### src/rtl/traffic_phase_scheduler.sv
// traffic_phase_scheduler: four-approach signal sequencer with round-robin, gap-out and emergency preemption
//   clk, rst        : clock, synchronous active-high reset
//   tick            : timebase strobe; timers advance only when high
//   sensors[7:0]    : two loop sensors per approach, bits [2k+1:2k] for approach k+1
//   emerg_req/dir   : level-sensitive preemption request and target approach (0..3)
//   green/yellow    : one-hot-or-zero lamp drives; red = ~(green|yellow)
//   active_dir      : approach currently or most recently served
//   phase_done      : one-cycle pulse on the cycle after a yellow ends
module traffic_phase_scheduler #(
    parameter int GREEN_SHORT = 30,
    parameter int GREEN_LONG  = 60,
    parameter int YELLOW_T    = 4,
    parameter int ALLRED_T    = 2,
    parameter int CW          = 6
) (
    input  logic       clk,
    input  logic       rst,
    input  logic       tick,
    input  logic [7:0] sensors,
    input  logic       emerg_req,
    input  logic [1:0] emerg_dir,
    output logic [3:0] green,
    output logic [3:0] yellow,
    output logic [3:0] red,
    output logic [1:0] active_dir,
    output logic       phase_done
);
    typedef enum logic [1:0] {S_ALL_RED, S_GREEN, S_YELLOW, S_PREEMPT} state_t;

    localparam logic [CW-1:0] L_GS = CW'(GREEN_SHORT);
    localparam logic [CW-1:0] L_GL = CW'(GREEN_LONG);
    localparam logic [CW-1:0] L_Y  = CW'(YELLOW_T);
    localparam logic [CW-1:0] L_AR = CW'(ALLRED_T);
    localparam logic [CW-1:0] L_1  = CW'(1);

    state_t        r_state;
    logic [CW-1:0] r_timer;
    logic [1:0]    r_cur;
    logic [1:0]    r_last;
    logic          r_pd;

    logic [3:0] w_req;
    logic [3:0] w_both;
    logic [1:0] w_win;
    logic [3:0] w_cur_oh;
    logic       w_gap;
    logic       w_exp;

    always_comb begin
        for (int k = 0; k < 4; k++) begin
            w_req[k]  = |sensors[2*k +: 2];
            w_both[k] = &sensors[2*k +: 2];
        end
    end

    // Descending scan so the closest requester after r_last wins; i=4 wraps to r_last itself.
    always_comb begin
        w_win = r_last;
        for (int i = 4; i >= 1; i--)
            if (w_req[r_last + 2'(i)]) w_win = r_last + 2'(i);
    end

    assign w_cur_oh = 4'b0001 << r_cur;
    // Gap-out needs another approach waiting, otherwise the green simply runs to expiry.
    assign w_gap    = tick && !w_req[r_cur] && |(w_req & ~w_cur_oh);
    assign w_exp    = tick && r_timer == L_1;

    always_ff @(posedge clk) begin
        if (rst) begin
            r_state <= S_ALL_RED;
            r_timer <= L_AR;
            r_cur   <= 2'd0;
            r_last  <= 2'd3;
            r_pd    <= 1'b0;
        end else begin
            r_pd <= 1'b0;
            case (r_state)
                S_ALL_RED: begin
                    if (tick) begin
                        if (r_timer != L_1) begin
                            r_timer <= r_timer - L_1;
                        end else if (emerg_req) begin
                            r_state <= S_PREEMPT;
                            r_cur   <= emerg_dir;
                        end else if (|w_req) begin
                            r_state <= S_GREEN;
                            r_cur   <= w_win;
                            r_timer <= w_both[w_win] ? L_GL : L_GS;
                        end
                    end
                end
                S_GREEN: begin
                    if (emerg_req && emerg_dir == r_cur) begin
                        r_state <= S_PREEMPT;
                    end else if (emerg_req || w_gap || w_exp) begin
                        r_state <= S_YELLOW;
                        r_timer <= L_Y;
                        r_last  <= r_cur;
                    end else if (tick) begin
                        r_timer <= r_timer - L_1;
                    end
                end
                S_YELLOW: begin
                    if (tick) begin
                        if (r_timer == L_1) begin
                            r_state <= S_ALL_RED;
                            r_timer <= L_AR;
                            r_pd    <= 1'b1;
                        end else begin
                            r_timer <= r_timer - L_1;
                        end
                    end
                end
                S_PREEMPT: begin
                    // r_cur was captured on entry, so emerg_dir is ignored here.
                    if (!emerg_req) begin
                        r_state <= S_YELLOW;
                        r_timer <= L_Y;
                        r_last  <= r_cur;
                    end
                end
                default: r_state <= S_ALL_RED;
            endcase
        end
    end

    assign green      = (r_state == S_GREEN || r_state == S_PREEMPT) ? w_cur_oh : 4'b0000;
    assign yellow     = (r_state == S_YELLOW) ? w_cur_oh : 4'b0000;
    assign red        = ~(green | yellow);
    assign active_dir = r_cur;
    assign phase_done = r_pd;
endmodule
### config.mk
export PLATFORM = sky130hd
export DESIGN_NAME = traffic_phase_scheduler
export DESIGN_NICKNAME = d
export VERILOG_FILES = /design/src/rtl/traffic_phase_scheduler.sv
export SDC_FILE = /design/constraint.sdc
export NUM_CORES = 1
export LEC_CHECK = 0
export CAP_MARGIN = 20
export CORE_ASPECT_RATIO = 1.75
export CORE_UTILIZATION = 25
export DETAILED_ROUTE_END_ITERATION = 6
export GPL_ROUTABILITY_DRIVEN = 0
export MAX_ROUTING_LAYER = met4
export SLEW_MARGIN = 20
export SYNTH_ARGS = -nofsm -noshare
export SYNTH_HDL_FRONTEND = slang
export SYNTH_SLANG_ARGS = --single-unit
### constraint.sdc
create_clock -name clk -period 2.75 [get_ports clk]
set_input_delay 0.55 -clock clk [delete_from_list [all_inputs] [get_ports clk]]
set_output_delay 0.55 -clock clk [all_outputs]
set_load 0.01 [all_outputs]
# Word level (Yosys, flattened, before mapping)
# Index checks and enable logic that the tools add are counted.
# classes
n_addsub	4
n_lt_le_gt_ge	5
n_eq_ne	18
shift	1
mux	44
n_bitwise	7
n_reduce_logical	26
# ops
op	count
$mux W6	11
$mux W2	17
$pmux W6 S4	1
$lt A2 B3 Y1 const B	5
$ne A3 B3 Y1 const B	5
$ne A2 B2 Y1 const B	7
$reduce_and A7 Y1	2
$bmux W1 S2	5
$mux W4	2
$not A4 Y4	2
$pmux W2 S4	1
$reduce_and A2 Y1	4
$reduce_and A4 Y1	2
$reduce_or A2 Y1	4
$reduce_or A8 Y1	1
$eq A6 B1 Y1 const B	1
$mux W1	6
$ne A6 B1 Y1 const B	1
$sub A6 B1 Y6 const B	1
$add A2 B2 Y2 const B	2
$and A4 B4 Y4	1
$eq A2 B2 Y1 const B	2
$logic_and A1 B1 Y1	4
$or A4 B4 Y4	1
12 further kinds	17
# word_totals
ff_bits	13
input_bits	14
output_inout_bits	15
elab_cells	110

# Logic depth before layout (Yosys ltp)
# depth
ltp_word	14
depth_mapped	7
mapped_depth_nobuf	7

# Worst setup path after synthesis
# Ideal clock, no wire load.
# synth_path
path_kind	input to register
start	input emerg_req
end	register r_timer[1]
setup_ns	0.122
t_arrival_ns	1.936
t_required_ns	2.628
path_slack_ns	0.692
stages	7
n_path_buf	1
cell_sequence	clkbuf_1 nor2_1 nor2b_1 nor2_1 a211o_1 or4_1 o32a_1
# synth_via
elab_chain_cells	5
elab_cells_between_ends	11
cone_classes	eq/ne: 4; mux: 3; reduce/logical: 4
# synth_rtl
item	line	rtl
from (decl)	20	input logic emerg_req,
$logic_or A1 B1 Y1 (2 in a row)	95	end else if (emerg_req || w_gap || w_exp) begin
$mux W6	95	
$mux W6	93	if (emerg_req && emerg_dir == r_cur) begin
$pmux W6 S4	77	case (r_state)
to (signal assigned)	81	r_timer <= r_timer - L_1;
to (signal assigned)	88	r_timer <= w_both[w_win] ? L_GL : L_GS;
to (signal assigned)	100	r_timer <= r_timer - L_1;
to (decl)	37	logic [CW-1:0] r_timer;
# Parallel ways exist; a longest one is shown, timed or not. The select of a mux whose other input is x is not followed.
# A chain may end at the register's enable or synchronous reset.

# Worst setup path in the final report
# layout_path
start	register r_state[0]
end	output red[0]
# layout_via
elab_chain_cells	5
elab_cells_between_ends	8
cone_classes	eq/ne: 3; mux: 2; bitwise: 2; reduce/logical: 1
# layout_rtl
item	line	rtl
from (decl)	36	state_t r_state;
from (signal assigned)	70	r_state <= S_ALL_RED;
from (signal assigned)	83	r_state <= S_PREEMPT;
from (signal assigned)	86	r_state <= S_GREEN;
$eq A2 B1 Y1 or $eq A2 B2 Y1 (tied branches)	127	assign green = (r_state == S_GREEN || r_state == S_PREEMPT) ? w_cur_oh : 4'b0000;
$logic_or A1 B1 Y1	127	
$mux W4	127	
$or A4 B4 Y4 (*)	129	assign red = ~(green | yellow);
$not A4 Y4 (*)	129	
to (decl)	24	output logic [3:0] red,
# Mark *: on every way between the ends. The rest lies on a longest branch, timed or not.

==> out/results.ini <==
[run_status]
status = finished, final reports clean

[synth]
syn_nets = 177
synth_area_mm2 = 0.001162
synth_area_leaders = dfxtp_1, a21oi_1, nor2_1, nand2_1, mux2i_1
synth-seq-area-share_pct = 22.39
synth_enable_flop_cells = 0
synthFlopType = dfxtp_1
synthTopCellsByCount = nor2_1, a21oi_1, nand2_1
synth_most_common_cell = nor2_1
yosysTopAreaCell = dfxtp_1
synth_cell_types = 47
ys_seq_elements = 13
yosys_warnings = 0
syn_inst = 161
syn_area_per_cell_um2 = 7.220
synth_top_cell_area_share_pct = 22.39
synth-async-reset-ratio_pct = 0

[placement]
dp_cells = 245
dp_hpwl_mm = 3.054
pre_cts_slack_ns = 0.09384
placed_cell_area_mm2 = 0.001565
portBuffers = 28

[sta]
holdWs_ns = 0.4939
relSlewSlack_pct = 45.71
finalMaxSlewViolations = 0
period_needed_ns = 2.420
rsz0062_at_grt = no
worstMarginPinSlew_ns = 0.8094
setup_ws_ns = 0.3304
hold_viol = 0
fin_tns_setup_ns = 0
fmax_ghz = 0.4133
finClkSkew_ns = 0.001754
setup_viol = 0
finalCritPeriodShare_pct = 87.98

[clock_network]
post-cts-setup-buffers = 0
clockBufferDepth = 2
clk_latency_ns = 0.25
hold_buffers = 0
cts_sinks = 13
cts_buffers = 3
path_clk_slew_ns = 0.06
clockRootBuffer = clkbuf_8
htreeDepth = 1
cts_tree = done
ctsResizeCount = 0

[worst_hold_path]
hold_end = r_timer[0]
hp-class = reg2reg
hold_path_depth = 2
hp-start = r_timer[0]

[floorplan]
die-area_mm2 = 0.004937
die_y_um = 92.20
ios = 29
core_mm2 = 0.004444
chipWidth_um = 53.55
num_rows = 32
start_util_pct = 26.15

[worst_setup_path]
worstPathArrival_ns = 1.87
crit_type = reg2out
r2r_start = r_state[0]
reg2reg_slack_ns = 0.52
crit_chain = nor2_1 > or3_1 > clkdlybuf4s50_1
endpoint_kind = primary output
path_max_fanout = 17
worstPathRequired_ns = 2.20
critical_path.max_stage_delay_ns = 0.61
timing.rr.end = r_timer[1]
reg2regPathDepth = 6
slowest_stage = dfxtp_1
startpoint_type = flop

[grt]
antenna_found_initial = 0
grt_pass1_wl_mm = 6.451
top_usage_layer = met2
grt_max_degree = 18
overflow = 0
grtUsageMet3_pct = 4.312
met2_usage_pct = 32.29
grt_use_met1_pct = 15.60
grt_pass1_vias = 1391
gr-usage-all-layers_pct = 18.22

[finish]
drive_above_1_share_pct = 12.63
fill_cells = 482
area_delta_synth_final_pct = 38.54
finalNetCount = 215
stdcell_count = 249
n_antenna_cell = 0
fin_area_mm2 = 0.001610

[route]
drc_errors = 0
drtAntennaViolNets = 0
drt-wirelength-per-cell_um = 15.47
postRouteWirelength_mm = 3.852
drtIter0Drc = 22
dr.pass1.iters = 4
num_vias = 1353
vias_per_cell = 5.434

[pwr]
ir_worst_vdd_mv = 0.1530
p_per_area_mw_per_mm2 = 345.2
p_leak_uw = 0.0005889

[job]
maxCapViolations = 0

-- critical path, delay by kind of cell, from the launching register on --
| kind | cells | cell delay, ns |
|---|---|---|
| and+or+nand+nor | 2 | 0.54 |
| buffers and inverters | 1 | 0.48 |
| DFF | 1 | 0.61 |
-- area by class of cell --
class | count | area (µm²) | share of cell area (%)
timing repair buffer | 41 | 377.9 | 23.47
clock buffer | 4 | 45.04 | 2.797
tap | 51 | 63.81 | 3.963
inverter | 4 | 15.01 | 0.9324
sequential | 13 | 260.3 | 16.16
multi-input combinational | 136 | 848.3 | 52.68
-- logic make-up after synthesis --
logic type               after synthesis  share of synthesized area, %
adder cells (fa/ha/maj)                2                         2.153
XOR/XNOR                               2                         1.507
AND/OR/NAND/NOR                       79                         37.24
buffers and inverters                 12                         4.628
flip-flops                            13                         22.39
multiplexers                           7                         6.243
AO/OA/AOI/OAI                         46                         25.84
-- placed cells by master (no fill, tap or decap), drive strengths merged, types with 3 or more instances in the layout --
cell type	instances
clkdlybuf4s50	28
nor2	20
a21oi	17
nand2	15
dfxtp	13
buf	13
nor3	9
o21ai	8
nand2b	5
mux2i	5
inv	4
nor3b	4
nor4	4
clkbuf	4
nand3b	3
nand3	3
a221oi	3
or4	3
-- report_power, final --
group | switching [µW] | internal, µW
clock | 74.2 | 103
sequential | 15.2 | 200
combinational | 83.9 | 79.9
total | 173 | 383
-- registers in the layout, summed over array words and instances, names as in the netlist --
name	cells
phase_done	1
active_dir	2
r_timer	6
r_last	2
r_state	2
-- per-layer routing --
layer | part of all wire [%] | vias up
li1 | - | 671
met1 | 36 | 639
met2 | 57 | 25
met3 | 2.2 | 18
met4 | 4.8 | 0
met5 | 0 | -
-- through the flow --
stage / util, % / total power (µW)
floorplan: - / 312.4
global placement: 35.22 / 380.7
detailed placement: 35.22 / 381.3
CTS: 36.23 / 560.9
global route: 36.23 / 590.2
finish: 36.23 / 555.9
-- how the worst max path moves through the flow --
stage	from	to	slack (ns)	cells after the start
2_1_floorplan	emerg_req	r_timer[1]	0.69	7
3_3_place_gp	sensors[3]	r_timer[1]	0.11	8
3_5_place_dp	sensors[4]	r_last[0]	0.09	8
4_1_cts	r_state[0]	red[0]	0.35	3
5_1_grt	sensors[7]	r_timer[5]	0.19	7
6_report	r_state[0]	red[0]	0.33	3
Note: power is estimated with default switching activity, not from simulation.
